===== src/rtl/mem_byte_bridge.sv =====
// mem_byte_bridge
// Turns one 32-bit core load/store (byte, half or word) into a sequence of
// little-endian byte beats on a valid/ready memory bus. Loads are assembled
// and sign/zero-extended. Misaligned or illegal requests fault without any
// bus activity. A per-beat stall counter aborts a hung bus with a fault.

module mem_byte_bridge #(
    parameter int TIMEOUT_CYCLES = 255,  // stalled cycles allowed per beat, 0 = never abort
    parameter int TIMEOUT_WIDTH  = 8     // stall counter width, must hold TIMEOUT_CYCLES
) (
    input  logic        i_clk,
    input  logic        i_reset,
    input  logic        i_start,
    input  logic [3:0]  i_op,
    input  logic [31:0] i_addr,
    input  logic [31:0] i_write_data,
    output logic        o_busy,
    output logic        o_done,
    output logic [31:0] o_read_data,
    output logic        o_fault,
    output logic        o_bus_valid,
    input  logic        i_bus_ready,
    output logic        o_bus_we,
    output logic [31:0] o_bus_addr,
    output logic [7:0]  o_bus_wdata,
    input  logic [7:0]  i_bus_rdata
);

    typedef enum logic [1:0] {
        S_IDLE   = 2'd0,
        S_ACCESS = 2'd1,
        S_DONE   = 2'd2
    } state_t;

    // The abort fires on the stalled edge where the counter would reach
    // TIMEOUT_CYCLES, i.e. when it already holds TIMEOUT_CYCLES-1.
    localparam bit                       TO_EN   = (TIMEOUT_CYCLES != 0);
    localparam logic [TIMEOUT_WIDTH-1:0] TO_LAST = TIMEOUT_WIDTH'(TIMEOUT_CYCLES - 1);
    localparam logic [TIMEOUT_WIDTH-1:0] TO_ONE  = TIMEOUT_WIDTH'(1);

    state_t                    r_state;
    state_t                    w_state_next;

    // Captured request
    logic [3:0]                r_op;
    logic [31:0]               r_addr;
    logic [31:0]               r_wdata;
    logic [1:0]                r_last;      // index of the final beat (N-1)

    // Beat progress
    logic [1:0]                r_idx;
    logic [TIMEOUT_WIDTH-1:0]  r_stall;
    logic [31:0]               r_asm;       // load bytes gathered so far

    // Held results
    logic [31:0]               r_read_data;
    logic                      r_fault;

    // Decode of the incoming request
    logic                      w_illegal;
    logic [1:0]                w_last;

    // Beat handshake qualifiers (bus_valid is implied by being in ACCESS)
    logic                      w_accept;
    logic                      w_stall;
    logic                      w_final;
    logic                      w_timeout;

    // Load assembly including the byte arriving this cycle, and its extension
    logic [31:0]               w_asm;
    logic [31:0]               w_ext;
    logic [7:0]                w_wbyte;

    assign w_accept  = (r_state == S_ACCESS) && i_bus_ready;
    assign w_stall   = (r_state == S_ACCESS) && !i_bus_ready;
    assign w_final   = w_accept && (r_idx == r_last);
    assign w_timeout = TO_EN && w_stall && (r_stall == TO_LAST);

    // Decode beat count and legality straight from the request inputs
    always_comb begin
        w_illegal = 1'b0;
        w_last    = 2'd0;
        case (i_op[1:0])
            2'b00: w_last = 2'd0;
            2'b01: begin
                w_last    = 2'd1;
                w_illegal = i_addr[0];
            end
            2'b10: begin
                w_last    = 2'd3;
                w_illegal = |i_addr[1:0];
            end
            default: w_illegal = 1'b1;
        endcase
    end

    // Merge the current read byte into the assembly at the beat's lane
    always_comb begin
        w_asm = r_asm;
        w_asm[{r_idx, 3'b000} +: 8] = i_bus_rdata;
    end

    // Size-dependent extension of the fully assembled load
    always_comb begin
        w_ext = w_asm;
        case (r_op[1:0])
            2'b00:   w_ext = {{24{~r_op[2] & w_asm[7]}},  w_asm[7:0]};
            2'b01:   w_ext = {{16{~r_op[2] & w_asm[15]}}, w_asm[15:0]};
            default: w_ext = w_asm;
        endcase
    end

    assign w_wbyte = r_wdata[{r_idx, 3'b000} +: 8];

    // State register
    always_ff @(posedge i_clk) begin
        if (i_reset) begin
            r_state <= S_IDLE;
        end else begin
            r_state <= w_state_next;
        end
    end

    // Next-state: illegal requests skip ACCESS, timeouts and last beats end it
    always_comb begin
        w_state_next = r_state;
        case (r_state)
            S_IDLE: begin
                if (i_start) begin
                    w_state_next = w_illegal ? S_DONE : S_ACCESS;
                end
            end
            S_ACCESS: begin
                if (w_final || w_timeout) begin
                    w_state_next = S_DONE;
                end
            end
            S_DONE:  w_state_next = S_IDLE;
            default: w_state_next = S_IDLE;
        endcase
    end

    // Control outputs decoded from the registered state
    always_comb begin
        o_busy      = 1'b0;
        o_done      = 1'b0;
        o_bus_valid = 1'b0;
        o_bus_we    = 1'b0;
        case (r_state)
            S_ACCESS: begin
                o_busy      = 1'b1;
                o_bus_valid = 1'b1;
                o_bus_we    = r_op[3];
            end
            S_DONE: begin
                o_busy = 1'b1;
                o_done = 1'b1;
            end
            default: ;
        endcase
    end

    // Beat address and data only move when the captured request or index
    // moves, so they stay stable through stalls.
    assign o_bus_addr  = r_addr + {30'd0, r_idx};
    assign o_bus_wdata = w_wbyte;
    assign o_read_data = r_read_data;
    assign o_fault     = r_fault;

    // Request capture, beat stepping, stall counting and result registers
    always_ff @(posedge i_clk) begin
        if (i_reset) begin
            r_op        <= 4'd0;
            r_addr      <= 32'd0;
            r_wdata     <= 32'd0;
            r_last      <= 2'd0;
            r_idx       <= 2'd0;
            r_stall     <= '0;
            r_asm       <= 32'd0;
            r_read_data <= 32'd0;
            r_fault     <= 1'b0;
        end else begin
            case (r_state)
                S_IDLE: begin
                    if (i_start) begin
                        r_op        <= i_op;
                        r_addr      <= i_addr;
                        r_wdata     <= i_write_data;
                        r_last      <= w_last;
                        r_idx       <= 2'd0;
                        r_stall     <= '0;
                        r_asm       <= 32'd0;
                        r_read_data <= 32'd0;
                        r_fault     <= w_illegal;
                    end
                end
                S_ACCESS: begin
                    if (w_accept) begin
                        r_stall <= '0;
                        if (!r_op[3]) begin
                            r_asm <= w_asm;
                        end
                        if (w_final) begin
                            if (!r_op[3]) begin
                                r_read_data <= w_ext;
                            end
                        end else begin
                            r_idx <= r_idx + 2'd1;
                        end
                    end else if (w_timeout) begin
                        r_stall <= '0;
                        r_fault <= 1'b1;
                    end else if (TO_EN) begin
                        r_stall <= r_stall + TO_ONE;
                    end
                end
                default: ;
            endcase
        end
    end

endmodule


===== config.mk =====
export PLATFORM = sky130hd
export DESIGN_NAME = mem_byte_bridge
export DESIGN_NICKNAME = d
export VERILOG_FILES = /design/src/rtl/mem_byte_bridge.sv
export SDC_FILE = /design/constraint.sdc
export NUM_CORES = 1
export LEC_CHECK = 0
export BUFFER_PORTS_ARGS = -buffer_cell sky130_fd_sc_hd__buf_2
export CAP_MARGIN = 40
export CORE_MARGIN = 2
export CORE_UTILIZATION = 59
export CTS_CLUSTER_SIZE = 20
export DETAILED_ROUTE_END_ITERATION = 10
export MAX_ROUTING_LAYER = met4
export PLACE_DENSITY = 0.86
export SETUP_SLACK_MARGIN = 0.2
export SYNTH_ARGS = -nofsm -noshare
export SYNTH_HDL_FRONTEND = slang
export SYNTH_SLANG_ARGS = --single-unit

===== constraint.sdc =====
create_clock -name i_clk -period 6.65 [get_ports i_clk]
set_clock_uncertainty 0.2 [all_clocks]
set_input_delay 0.3325 -clock i_clk [delete_from_list [all_inputs] [get_ports i_clk]]
set_output_delay 0.3325 -clock i_clk [all_outputs]
set_load 0.1 [all_outputs]

==> flow_summary.json <==
{
  "grt_setup_unrepaired": "false",
  "clk_pin_slew_worst_paths_ps": 60,
  "grt_max_degree": 86,
  "power_density_mw_per_mm2": 262,
  "wirelength_mm": 22.0,
  "cp_max_fo": 14,
  "cp.required_ps": 6120,
  "ant_nets": 0,
  "worstMarginPinSlew_ps": 889,
  "routed_via_density": 6.14,
  "final-hold-violation-count": 0,
  "placed_area_mm2": 0.00783,
  "first_global_vias": 7017,
  "vdd_drop_max_uv": 191,
  "antenna_found_initial": 0,
  "cts_tree": "done",
  "clock_latency_ps": 420,
  "power_mw": 2.37,
  "yosysWarnings": 0,
  "htreeDepth": 4,
  "synth_cell_types": 52,
  "wl_met2_mm": 10.8,
  "n_antenna_cell": 0,
  "synthesis.area_mm2": 0.00706,
  "syn_inst": 850,
  "yosysTopAreaCellShare_pct": 41.7,
  "async_flop_share_pct": 0,
  "r2r_cells": 6,
  "worst-setup-path-type": "flop to output port",
  "num_rows": 39,
  "clock_tree.buffer_depth": 2,
  "synth_seq_cells": 147,
  "cts_setup_buffers": 0,
  "overflow": 0,
  "die_y_um": 113,
  "status": "finished clean",
  "finalCriticalPeriod_ps": 3960,
  "slew_violations": 0,
  "avgSynthCellArea_um2": 8.31,
  "grt_usage_pct": 35.1,
  "io-pin-count": 157,
  "wl_met3_mm": 1.86,
  "drcViolationCount": 0,
  "syn-num-nets": 946,
  "end_kind": "output port",
  "hp-class": "primary input to flop",
  "areaGrowthSynthToFinish_pct": 28.0,
  "setup_viol": 0,
  "chipWidth_um": 113,
  "cts-root-buf": "clkbuf_16",
  "min_period_over_period_pct": 59.5,
  "layout.nets": 1136,
  "synthFlopType": "dfxtp_1",
  "core_area_mm2": 0.0116,
  "slew_headroom_pct": 40.8,
  "top_layer": "met4",
  "seq_area_frac_synth_pct": 41.7,
  "vias": 7339,
  "cts_num_sinks": 147,
  "regToRegSetupSlack_ps": 3480,
  "die_area_mm2": 0.0129,
  "r2r-start": "r_idx[1]$_SDFFE_PP0P_",
  "critPathLaunchType": "flop",
  "drt-pass1-iter-count": 5,
  "max-cap-violations": 0,
  "wl_per_cell_um": 18.4,
  "drive_above_1_share_pct": 22.1,
  "cp-startpoint": "r_idx[1]$_SDFFE_PP0P_",
  "endpoint": "o_bus_addr[31]",
  "grt_first_pass_wirelength_mm": 35.0,
  "synth_area_leaders": "dfxtp_1 42%, nand2_1 9.7%, a21oi_1 7.2%",
  "start_util_pct": 61.1,
  "cts-buffers-inserted": 17,
  "final_area_mm2": 0.00904,
  "drt_iter0_drc": 766,
  "fmax_mhz": 253,
  "timing.setup.tns_ps": 0,
  "arrival_ps": 3430,
  "gp_congestion": 0.866,
  "hold_ws_ps": 108,
  "wl_met1_mm": 8.43,
  "synth_edf_count": 0,
  "p_leak_nw": 3.80,
  "port_buffers": 156,
  "r2r_end": "o_read_data[17]$_SDFFE_PP0P_",
  "dpl.hpwl_mm": 11.9,
  "yosysTopAreaCell": "dfxtp_1"
}
==> worst min path at each step <==
stage,start,end,slack (ps),cells after the start
finish,i_reset,r_asm[3]$_SDFFE_PP0P_,110,2
global route,i_reset,r_asm[5]$_SDFFE_PP0P_,110,2
CTS,i_reset,r_asm[1]$_SDFFE_PP0P_,80,2
detailed placement,r_asm[21]$_SDFFE_PP0P_,r_asm[21]$_SDFFE_PP0P_,240,2
global placement,r_asm[23]$_SDFFE_PP0P_,r_asm[23]$_SDFFE_PP0P_,230,2
floorplan,r_asm[10]$_SDFFE_PP0P_,r_asm[10]$_SDFFE_PP0P_,230,2
==> cells in the mapped netlist, types with 2 or more instances <==
cell       instances
o211ai_1          33
o21ai_0            4
nor2_1            36
nand2_1          182
a21oi_1          101
a22oi_1            7
a21o_1             4
xor2_1            21
clkbuf_1          43
buf_6              3
nor3_2             2
nand2b_1           2
a211oi_1           4
buf_2             14
buf_1              4
and3_1             4
nor2b_1           35
a32o_1             8
a31o_2            24
a22o_1             7
inv_1             10
and4_1             7
dfxtp_1          147
nand4_1           25
and2_1             3
mux4_2             8
nor4_1             3
xnor2_1           16
nor3_1            13
o2bb2ai_1          8
nand3_1           36
o32ai_1            2
ha_1              15
==> through the flow <==
| step | instances | utilization (%) | setup slack [ps] |
|---|---|---|---|
| 2_1_floorplan | 850 | - | 3000 |
| 3_3_place_gp | 1094 | 67.6 | 3470 |
| 3_5_place_dp | 1096 | 67.7 | 3400 |
| 4_1_cts | 1195 | 78.2 | 2930 |
| 5_1_grt | 1195 | 78.2 | 2600 |
| 6_report | 1195 | 78.2 | 2690 |
==> worst max-delay path: stages, from the launching register on <==
cell	delay, ps
dfxtp_1	820
ha_1	300
a21o_1	170
nand4_1	470
nor4_1	620
xor2_1	180
buf_2	440
==> where the power goes <==
group | total, mW | switching, mW | internal, mW | leakage (nW)
sequential | 0.964 | 0.0419 | 0.923 | 1.20
clock | 0.877 | 0.348 | 0.529 | 0.265
combinational | 0.525 | 0.394 | 0.130 | 2.34
total | 2.37 | 0.784 | 1.58 | 3.80
==> cell type report <==
type                    instances  area, um2
multi-input cells             628       3810
flip-flops and latches        147       2940
clock buffers                  25        475
repair buffers                235       1540
fillers                       729       2520
clock inverters                 6       55.1
inverters                      11       41.3
well taps                     143        179
==> cells by family after synthesis <==
logic type / after synthesis / share of synthesized area [%]
multiplexers: 10 / 2.85
AND/OR/NAND/NOR: 354 / 23.3
flip-flops: 147 / 41.7
adder cells (fa/ha/maj): 16 / 2.94
XOR/XNOR: 38 / 4.82
AO/OA/AOI/OAI: 210 / 19.8
buffers and inverters: 75 / 4.55
==> sequential cells by signal, indices dropped and copies added, names as in the netlist <==
signal and flops:
o_fault 1, o_read_data 32, r_addr 32, r_asm 32, r_idx 2, r_last 2, r_op 4, r_stall 8
r_state 2, r_wdata 32
==> timing repair <==
action | 4_1_cts | 5_1_grt
hold buffers | 68 | 0
endpoints found under the hold margin | 68 | 0
gates resized for setup | 0 | 0
==> routing by layer <==
layer,GRT usage [%],up-vias
met4,16.9,0
li1,-,3375
met5,-,-
met1,40.8,3385
met3,6.54,95
met2,58.7,484
==> layout by cell type (no fill, tap or decap), types with 10 or more instances in the layout <==
master           n
a21oi_1        101
a31o_2          24
buf_2          156
buf_4           10
clkbuf_16       17
dfxtp_1        147
dlygate4sd3_1   68
ha_1            15
inv_1           10
nand2_1        181
nand3_1         36
nand4_1         25
nor2_1          36
nor2b_1         35
nor3_1          13
o211ai_1        33
xnor2_1         16
xor2_1          21
No activity file was read; power rests on OpenSTA's default activity.
